**src/rtl/tmr_vote_monitor.sv**
```systemverilog
// rtl/tmr_vote_monitor.sv - majority voter with per-replica error counters and mismatch report FIFO
// Optional report FIFO, timestamp and overflow flag enabled by macro TMR_VOTE_REPORT_FIFO_EN.
module tmr_vote_monitor #(
  parameter int W          = 8,
  parameter int CNT_W      = 8,
  parameter int TS_W       = 12,
  parameter int FIFO_DEPTH = 4
) (
  input  logic              clk,
  input  logic              rst,
  input  logic              in_valid,
  input  logic [W-1:0]      in_a,
  input  logic [W-1:0]      in_b,
  input  logic [W-1:0]      in_c,
  output logic              out_valid,
  output logic [W-1:0]      out_data,
  output logic              err_a,
  output logic              err_b,
  output logic              err_c,
  output logic [CNT_W-1:0]  cnt_a,
  output logic [CNT_W-1:0]  cnt_b,
  output logic [CNT_W-1:0]  cnt_c,
  input  logic              clr,
  output logic              rpt_valid,
  input  logic              rpt_ready,
  output logic [3+TS_W-1:0] rpt_data,
  output logic              rpt_ovf
);

  localparam logic [CNT_W-1:0] CNT_MAX = {CNT_W{1'b1}};

  logic [W-1:0]     vote;
  logic [2:0]       mask;
  logic             out_valid_q;
  logic [W-1:0]     out_data_q;
  logic [2:0]       err_q;
  logic [CNT_W-1:0] cnt_q [3];
  logic [CNT_W-1:0] cnt_d [3];

  assign vote = (in_a & in_b) | (in_b & in_c) | (in_a & in_c);
  // mask bit 2 = a, bit 1 = b, bit 0 = c; counters are indexed the same way
  assign mask = in_valid ? {|(in_a ^ vote), |(in_b ^ vote), |(in_c ^ vote)} : 3'b000;

  always_comb begin
    for (int i = 0; i < 3; i++) begin
      cnt_d[i] = cnt_q[i];
      if (clr)
        cnt_d[i] = '0;
      else if (mask[i] && (cnt_q[i] != CNT_MAX))
        cnt_d[i] = cnt_q[i] + CNT_W'(1);
    end
  end

  always_ff @(posedge clk) begin
    if (rst) begin
      out_valid_q <= 1'b0;
      out_data_q  <= '0;
      err_q       <= 3'b000;
      for (int i = 0; i < 3; i++) cnt_q[i] <= '0;
    end else begin
      out_valid_q <= in_valid;
      if (in_valid) out_data_q <= vote;
      err_q <= mask;
      for (int i = 0; i < 3; i++) cnt_q[i] <= cnt_d[i];
    end
  end

  assign out_valid = out_valid_q;
  assign out_data  = out_data_q;
  assign err_a     = err_q[2];
  assign err_b     = err_q[1];
  assign err_c     = err_q[0];
  assign cnt_a     = cnt_q[2];
  assign cnt_b     = cnt_q[1];
  assign cnt_c     = cnt_q[0];

`ifdef TMR_VOTE_REPORT_FIFO_EN
  localparam int AW = $clog2(FIFO_DEPTH);

  logic [3+TS_W-1:0] mem_q [FIFO_DEPTH];
  logic [AW-1:0]     wr_ptr_q, rd_ptr_q;
  logic [AW:0]       count_q, count_d;
  logic [TS_W-1:0]   ts_q;
  logic              ovf_q;
  logic              push, pop, full, push_ok;

  // Depth is a power of two, so the count MSB alone marks full
  assign full    = count_q[AW];
  assign pop     = (count_q != '0) && rpt_ready;
  assign push    = |mask;
  assign push_ok = push && (!full || pop);
  assign count_d = count_q + (AW+1)'(push_ok) - (AW+1)'(pop);

  always_ff @(posedge clk) begin
    if (push_ok) mem_q[wr_ptr_q] <= {mask, ts_q};
  end

  always_ff @(posedge clk) begin
    if (rst) begin
      wr_ptr_q <= '0;
      rd_ptr_q <= '0;
      count_q  <= '0;
      ts_q     <= '0;
      ovf_q    <= 1'b0;
    end else begin
      ts_q    <= ts_q + TS_W'(1);
      count_q <= count_d;
      if (push_ok) wr_ptr_q <= wr_ptr_q + AW'(1);
      if (pop)     rd_ptr_q <= rd_ptr_q + AW'(1);
      if (clr)
        ovf_q <= 1'b0;
      else if (push && !push_ok)
        ovf_q <= 1'b1;
    end
  end

  assign rpt_valid = (count_q != '0);
  assign rpt_data  = rpt_valid ? mem_q[rd_ptr_q] : '0;
  assign rpt_ovf   = ovf_q;
`else
  logic unused_rpt_ready;
  assign unused_rpt_ready = rpt_ready;
  assign rpt_valid = 1'b0;
  assign rpt_data  = '0;
  assign rpt_ovf   = 1'b0;
`endif

endmodule

```
**config.mk**
```make
export PLATFORM = sky130hd
export DESIGN_NAME = tmr_vote_monitor
export DESIGN_NICKNAME = d
export VERILOG_FILES = /design/src/rtl/tmr_vote_monitor.sv
export SDC_FILE = /design/constraint.sdc
export NUM_CORES = 1
export LEC_CHECK = 0
export CORE_MARGIN = 2
export CORE_UTILIZATION = 49
export DETAILED_ROUTE_END_ITERATION = 6
export GPL_ROUTABILITY_DRIVEN = 0
export GPL_TIMING_DRIVEN = 1
export HOLD_SLACK_MARGIN = 0.06
export PLACE_DENSITY = 0.95
export SLEW_MARGIN = 10
export SYNTH_ARGS = -nofsm -noshare
export SYNTH_HDL_FRONTEND = slang
export SYNTH_SLANG_ARGS = --single-unit
```
**constraint.sdc**
```tcl
create_clock -name clk -period 4.4 [get_ports clk]
set_input_delay 0.66 -clock clk [delete_from_list [all_inputs] [get_ports clk]]
set_output_delay 0.66 -clock clk [all_outputs]
set_load 0.05 [all_outputs]
```
==> metrics list, run 1 <==
- Clock latency of the later-clocked register in the worst-skew pair: 0.29 ns
- Startpoint of the worst setup timing path: in_a[5]
- The floorplan step defined a die boundary enclosing 5250 µm².
- Required time at the worst-slack endpoint: 4.61 ns
- The clock network is responsible for 34.8% of the overall power.
* P_int: 573 µW
- After synthesis, the mean cell area works out to 8.04 µm².
- EDFF count, synth: 0
- Kind of end point of the critical path: flop
* Clock tree root driver cell: sky130_fd_sc_hd__clkbuf_8
- Via density per instance: 5.69
- Global routing used 21.1% of the available tracks.
* Post-detailed-route count of antenna-violating nets: 0
- GRT Residual Overflow: 0
- In this run, CTS created clock tree buffers numbering 5.
- Relative max-transition margin: 28.9%
* Chip Height: 72.5 µm
- The run finished with clean final reports.
- Dividing the detail-routed wire length by the instance count gives 13.7 µm.
- Part of the power in combinational logic: 24.3%
- Switching share of power: 31.3%
* RR Endpoint: cnt_q[0][21]
- Starting Density: 51.7%
* Maximum number of pins on one net before global-route repair: 28
- The number of gates resized after CTS was 0.
* Global-route wire length before repair: 8.87 mm
- After synthesis, the share of flip-flops with an asynchronous set or reset is 0%.
- Sum Neg Setup Slack: 0 ns
- Nets@finish: 378
- Yosys printed 0 warnings.
* Die Width: 72.5 µm
* Clock skew after layout: 0.00796 ns
* Clk sinks: 36
- The detailed router finished its first iteration with 99 violations.
- For this run, the register share of the synthesized area comes to 31.4%.
* Length of the first detailed-routing pass in iterations: 4
* Post-DP HPWL: 4.08 mm
- The critical path in this run is classified as input port to flop.
- Total wire length after detailed routing: 5.45 mm
- Worst Max-Slew Pin Slew: 1.06 ns
* Worst setup slack for register-to-register paths: 2.57 ns
* Sequential cell fraction of total power: 40.9%
- Buffer count from post-CTS setup fixing: 0
- No sink is reached through more buffers than the 2 on the longest clock path.
- Synthesis produced 286 cells.
- Final core occ: 67.5%
- Data on the critical path arrives at its endpoint at 2.90 ns.
- Diode insertion count for antenna repair: 0
- Of all cell types, the one taking the most synthesized area is sky130_fd_sc_hd__dfxtp_1.
- After synthesis, the cell types taking the most area are sky130_fd_sc_hd__dfxtp_1 (31%), sky130_fd_sc_hd__buf_4 (5.6%), sky130_fd_sc_hd__nand2_1 (5.2%), sky130_fd_sc_hd__and3b_1 (4.2%), sky130_fd_sc_hd__nor2_1 (4.1%).
- Peak Freq: 372 MHz
- The commonest cells after synthesis are sky130_fd_sc_hd__dfxtp_1 (36), sky130_fd_sc_hd__nand2_1 (32), sky130_fd_sc_hd__nor2_1 (25), sky130_fd_sc_hd__buf_4 (17), sky130_fd_sc_hd__o21ai_0 (16).
- Antenna violations before repair: 0
- The analysis attributes to cell leakage a power of 1.17 nW.
- Number of failing hold endpoints at the final stage: 0
* Number of input and output port buffers inserted: 63
* Mapped Area: 2300 µm²
- Along the worst path, the maximum fanout reaches 16.
- The region available for standard cell placement spans 4440 µm².
- The tool flagged a number of max-cap violations equal to 0.
- CTS built an H-tree with a depth of 2.
- Yosys cell types: 43
- For the finished layout, the period the worst path requires is 2.69 ns.
- In the routed design, unresolved DRC markers number 0.
- Endpoint of the worst setup timing path: cnt_q[0][22]
- Fraction of synthesized cell area taken by the top area cell type: 31.4%
* Count of hold-fix buffers inserted at cts: 0
- Setup repair after global routing left no endpoint under its margin.
- TritonCTS clock tree: built
* Library cell with the highest instance count after synthesis: sky130_fd_sc_hd__dfxtp_1
- #FFs+latches synth: 36
* # setup viols final: 0
* Pwr per Cell Area: 278 nW/µm²
- VDD IR max: 0.000164 V
- Clock slew at reported path FFs: 0.07 ns
* Number of global-route vias before repair: 1940
- Measured in cells, the most critical reg-to-reg path has a length of 6.
* Switch Pwr: 262 µW
* Top-level port count: 82
- HP Class: flop to flop
- Top FF cell, synth: sky130_fd_sc_hd__dfxtp_1
- Of the cells placed in the final design, the portion with a size suffix greater than 1 is 5.76%.
- Relative to the synthesized area, the layout overhead comes to 30.6%.
- Launch instance of the worst register-to-register path: cnt_q[0][16]
- STA classifies the critical path startpoint as an input port.
- For this block, the via count after detailed routing is 2270.
- The final critical path takes up 61.1% of the cycle.
- Row count: 24
* Slew Limit Fails: 0
## critical path: stages
cell	delay (ns)
sky130_fd_sc_hd__clkdlybuf4s50_1	0.52
sky130_fd_sc_hd__nor3b_2	0.21
sky130_fd_sc_hd__a2111oi_0	0.54
sky130_fd_sc_hd__and4_1	0.58
sky130_fd_sc_hd__nand3b_1	0.19
sky130_fd_sc_hd__mux2i_1	0.20
## metal layers
layer | part of all wire (%) | global-route usage (%)
met1 | 44 | 26.5
met2 | 50 | 36.2
met3 | 4.1 | 3.75
met4 | 1.9 | 7.41
met5 | 0 | 0
## sequential cells by signal, indices dropped and copies added (netlist names)
signal     flops
cnt_q         24
err_q          3
out_valid      1
out_data       8
## area by class of cell
| class | count | area (µm²) |
|---|---|---|
| Multi-Input combinational cell | 232 | 1440 |
| Fill cell | 360 | 1440 |
| Sequential cell | 36 | 721 |
| Timing Repair Buffer | 63 | 631 |
| Clock buffer | 5 | 68.8 |
| Tap cell | 52 | 65.1 |
| Clock inverter | 3 | 42.5 |
| Inverter | 8 | 30.0 |
## per-stage QoR
step                      power, mW  cell area (µm²)  hold slack [ns]  setup slack (ns)  std cells
after floorplan               0.491             2360            0.684              2.43        302
after global placement        0.546             2890            0.472              1.54        391
after detailed placement      0.551             2890            0.480              1.47        391
after CTS                     0.839             3000            0.489              1.76        399
after global routing          0.868             3000            0.503              1.55        399
final                         0.835             3000            0.484              1.71        399
## how the worst min path moves through the flow
stage | startpoint | end | slack, ns | depth (start not counted)
final | out_data[4] | out_data[4] | 0.48 | 2
after detailed placement | out_data[0] | out_data[0] | 0.48 | 2
after CTS | out_data[0] | out_data[0] | 0.49 | 2
after floorplan | cnt_q[0][6] | cnt_q[0][6] | 0.68 | 2
after global routing | out_data[6] | out_data[6] | 0.50 | 2
after global placement | cnt_q[0][21] | cnt_q[0][21] | 0.47 | 2
## cell families (layout without fill, tap and decap cells)
family / after synthesis / after routing / synth area share [%]
other cells: 1 / 17 / 0.163
flops: 36 / 36 / 31.4
compound gates: 60 / 60 / 18.3
fa+ha+maj: 3 / 3 / 1.63
xor+xnor: 5 / 5 / 1.91
mux: 6 / 6 / 2.61
buf+inv: 34 / 79 / 8.44
simple gates: 141 / 141 / 35.6
## placed cells by master, fill, tap and decap left out, drive strengths merged, types with 6 or more instances in the layout
| cell type | synthesis | layout |
|---|---|---|
| a2111oi | 7 | 7 |
| a21oi | 13 | 13 |
| inv | 8 | 8 |
| o21ai | 16 | 16 |
| clkdlybuf4s50 | 0 | 63 |
| a311oi | 8 | 8 |
| nand3 | 10 | 10 |
| and3b | 11 | 11 |
| and3 | 9 | 9 |
| conb | 1 | 17 |
| nor2b | 7 | 7 |
| nor2 | 25 | 25 |
| nor3b | 14 | 14 |
| or3 | 9 | 9 |
| dfxtp | 36 | 36 |
| nand2 | 33 | 33 |
| mux2i | 6 | 6 |
## power groups by stage
stage	Sequential [mW]	Combinational [mW]	Clock, mW
after floorplan	0.384	0.107	0
after global placement	0.349	0.197	0
after detailed placement	0.349	0.202	0
after CTS	0.342	0.203	0.295
after global routing	0.343	0.217	0.309
final	0.342	0.203	0.290
(Power assumes the default switching activity.)
==> run 2: changes to the inputs <==
--- a/config.mk
+++ b/config.mk
@@ -6,12 +6,12 @@
 export NUM_CORES = 1
 export LEC_CHECK = 0
 export CORE_MARGIN = 2
-export CORE_UTILIZATION = 49
+export CORE_UTILIZATION = 45
 export DETAILED_ROUTE_END_ITERATION = 6
 export GPL_ROUTABILITY_DRIVEN = 0
 export GPL_TIMING_DRIVEN = 1
 export HOLD_SLACK_MARGIN = 0.06
-export PLACE_DENSITY = 0.95
+export PLACE_DENSITY = 0.91
 export SLEW_MARGIN = 10
 export SYNTH_ARGS = -nofsm -noshare
 export SYNTH_HDL_FRONTEND = slang
==> constraint.sdc (replaced) <==
create_clock -name clk -period 2.77 [get_ports clk]
set_input_delay 0.4155 -clock clk [delete_from_list [all_inputs] [get_ports clk]]
set_output_delay 0.4155 -clock clk [all_outputs]
set_load 0.05 [all_outputs]
==> run 2 against run 1 <==
Global-route usage decreased by 0.73 points. Via count increased by 1.3%. Count of clock-buffer cells in the layout rose by 2. Clock power rose by 38%. Design area grew 1.2%. Clock skew is 0.0013 ns lower. Register-to-register slack got worse by 1.6 ns. Sequential power is 59% higher. Die area up 8.4%. First-iteration DRC count is 36% higher. Cell count increased by 5.5%. Critical path type unchanged. Critical endpoint is now cnt_q[0][4].
==> metrics list, run 2 (synthesis results as in run 1) <==
* Share of layout cells above drive strength 1: 6.55% (+0.79 points)
* Worst setup slack for register-to-register paths: 1.00 ns (-1.57 ns)
- The depth of the CTS H-tree came to 2 (unchanged).
* Final period util: 84.4%
- The data required time of the critical path was 2.98 ns (-1.63 ns).
- For this run, the top clock speed supported by timing is 428 MHz.
- Slew Limit Fails: 0 (unchanged)
- The floorplan die area is 5700 µm² (+8.4%).
- Relative max-transition margin: 60.9% (+32 points)
* Maximum number of pins on one net before global-route repair: 20 (-29%)
- Final core occ: 60.6% (-6.9 points)
* Switching share of power: 32.9% (+1.6 points)
- Diode insertion count for antenna repair: 0 (unchanged)
* VDD IR max: 0.000191 V (+16%)
* Combined area of the multi-input logic cells: 1440 µm² (unchanged)
- The final count of negative-setup-slack endpoints came to 0 (unchanged).
- The number of stages on the worst hold path is 2 (unchanged).
- The longest individual stage delay on the worst path was 0.59 ns (about the same).
- Max Cap Violations: 0 (unchanged)
- Clock slew at reported path FFs: 0.07 ns (about the same)
- Worst slack after detailed placement: 0.127 ns (-1.34 ns)
* Count of hold-fix buffers inserted at cts: 0 (unchanged)
- Reg area: 721 µm² (unchanged)
- Post-CTS Resized: 0 (unchanged)
- Number of buffer and inverter stages on the critical path: 1 (unchanged)
- The I/O pin count was 82 (unchanged).
- The CTS buffer count came to 5 (unchanged).
- The height of the die was 75.5 µm (+4.1%).
* Largest register by flop count: cnt_q
- Fillers: 473 (+31%)
- The clock skew was 0.00671 ns (-0.00126 ns).
- Global-route wire length before repair: 8.91 mm (+0.38%)
- Number of input and output port buffers inserted: 63 (unchanged)
- The post-DP HPWL is 4.21 mm (+3.2%).
- Area of all placed cells without fillers: 3040 µm² (+1.2%)
* Largest register FFs: 24 (unchanged)
* Clock tree root driver cell: sky130_fd_sc_hd__clkbuf_8
- DRC violations left: 0 (unchanged)
- Die Width: 75.5 µm (+4.1%)
- The worst-case reg-to-reg path depth came to 6 (unchanged).
- Worst Max-Slew Pin Slew: 0.571 ns (-0.491 ns)
* Slowest stage cell on the critical path: sky130_fd_sc_hd__clkdlybuf4s50_1
- The total leakage power came to 1.19 nW (+0.88%).
- Switch Pwr: 417 µW (+59%)
- Critical-path maximum fanout: 7 (-9)
- Number of global-route vias before repair: 2005 (+3.4%)
- The initial antenna violation count came to 0 (unchanged).
- The overall power consumption was 1.27 mW (+52%).
- The total detailed-routing wirelength is 5.56 mm (+2.0%).
* Part of the power in combinational logic: 25.7% (+1.4 points)
- Layout-stage area growth over the synthesis result: 32.1%
- Longest Clk Path Bufs: 2 (unchanged)
- Portion of total power attributed to the clock network: 31.4% (-3.4 points)
* Global Route Usage Sum: 20.3% (-0.73 points)
- The internal power of the cells was 851 µW (+48%).
* Cell count after placement: 413 (+5.6%)
* Sum Neg Setup Slack: 0 ns (unchanged)
- TritonCTS clock tree: built
- After layout, the minimum clock period comes to 2.34 ns.
- Starting Density: 45.9% (-5.8 points)
- The clock latency on the worst-skew pair came to 0.29 ns (about the same).
- Pwr per Cell Area: 417 nW/µm² (+50%)
- Total stage count of the critical path: 7 (+1)
- The number of hold violations in the final report is 0 (unchanged).
- STA classifies the critical path startpoint as an input port.
* Buffer count from post-CTS setup fixing: 0 (unchanged)
- Data arrival time of the critical path: 2.55 ns (-0.35 ns)
- Floorplan Core Area: 5010 µm² (+13%)
* Row count: 26 (+8.3%)
- Kind of cell with the highest combined delay on the critical path: simple AND/OR/NAND/NOR gates
- Sequential cell fraction of total power: 42.8% (+1.9 points)
- The critical path is of the input port to flop type.
- GRT Residual Overflow: 0 (unchanged)
- The number of DRC violations after detailed-routing iteration 0 is 135 (+36%).
* Post-detailed-route count of antenna-violating nets: 0 (unchanged)
- The worst setup margin is 0.433 ns (-1.28 ns).
* Status: finished, final reports clean
- The TritonCTS sink count is 36 (unchanged).
- Chain of cells forming the critical path: clkdlybuf4s50_1, and3b_1, a2111oi_0, and4_1, nor3b_2, nand4_1, mux2i_1
* Placed Instance Area: 2940 µm² (+1.8%)
- Commonest cells after routing, fill and taps aside: sky130_fd_sc_hd__clkdlybuf4s50_1 (63), sky130_fd_sc_hd__dfxtp_1 (36), sky130_fd_sc_hd__nand2_1 (32)
* Final hold slack: 0.483 ns (-0.000738 ns)
* Wire length per cell after detailed routing: 13.2 µm (-3.3%)
- Kind of end point of the critical path: flop
- The post-detailed-route via-to-cell ratio is 5.46 (-4.0%).
- Nets@finish: 382 (+1.1%)
* Most common cell after layout, fill and taps aside: sky130_fd_sc_hd__clkdlybuf4s50_1
- Setup repair after global routing missed its margin: false
- The number of vias after detailed routing is 2299 (+1.3%).
* Cell Count, Final, Fillers Out: 421 (+5.5%)
* HP Class: flop to flop
- Length of the first detailed-routing pass in iterations: 4 (unchanged)
## run 2: path summary, 6_finish.rpt
check                     from      endpoint
hold reg to reg    out_data[3]   out_data[3]
setup / recovery       in_c[5]   cnt_q[0][4]
setup reg to reg  cnt_q[0][16]  cnt_q[0][23]
hold / removal     out_data[3]   out_data[3]
## run 2: final cells by class
type	instances	share of cell area, %
clock buffer	7	2.84
clock inverter	1	0.247
inverter	8	0.989
multi-input combinational	232	47.5
sequential	36	23.7
tap	70	2.88
timing repair buffer	67	21.8
## run 2: worst reg2reg max path, cell delays in order (launching register included)
cell and delay, ns:
sky130_fd_sc_hd__dfxtp_1 0.34, sky130_fd_sc_hd__ha_1 0.23, sky130_fd_sc_hd__and3_1 0.19, sky130_fd_sc_hd__nand3_1 0.14, sky130_fd_sc_hd__nand3_1 0.20, sky130_fd_sc_hd__or4_1 0.45, sky130_fd_sc_hd__a21oi_1 0.15
## run 2: power groups by stage
stage                     clock network, mW  logic, mW  registers, mW
after floorplan                           0      0.171          0.609
after global routing                  0.433      0.352          0.544
after CTS                             0.406      0.327          0.543
final                                 0.399      0.326          0.543
after global placement                    0      0.319          0.554
after detailed placement                  0      0.325          0.555
## run 2: layer usage
layer  vias up  global-route usage (%)  wire length, µm
met2        70                    35.7             2850
met1      1078                    24.2             2350
met5         -                       0                0
met4         0                    7.60               88
met3         9                    4.63              283
li1       1142                       -                -
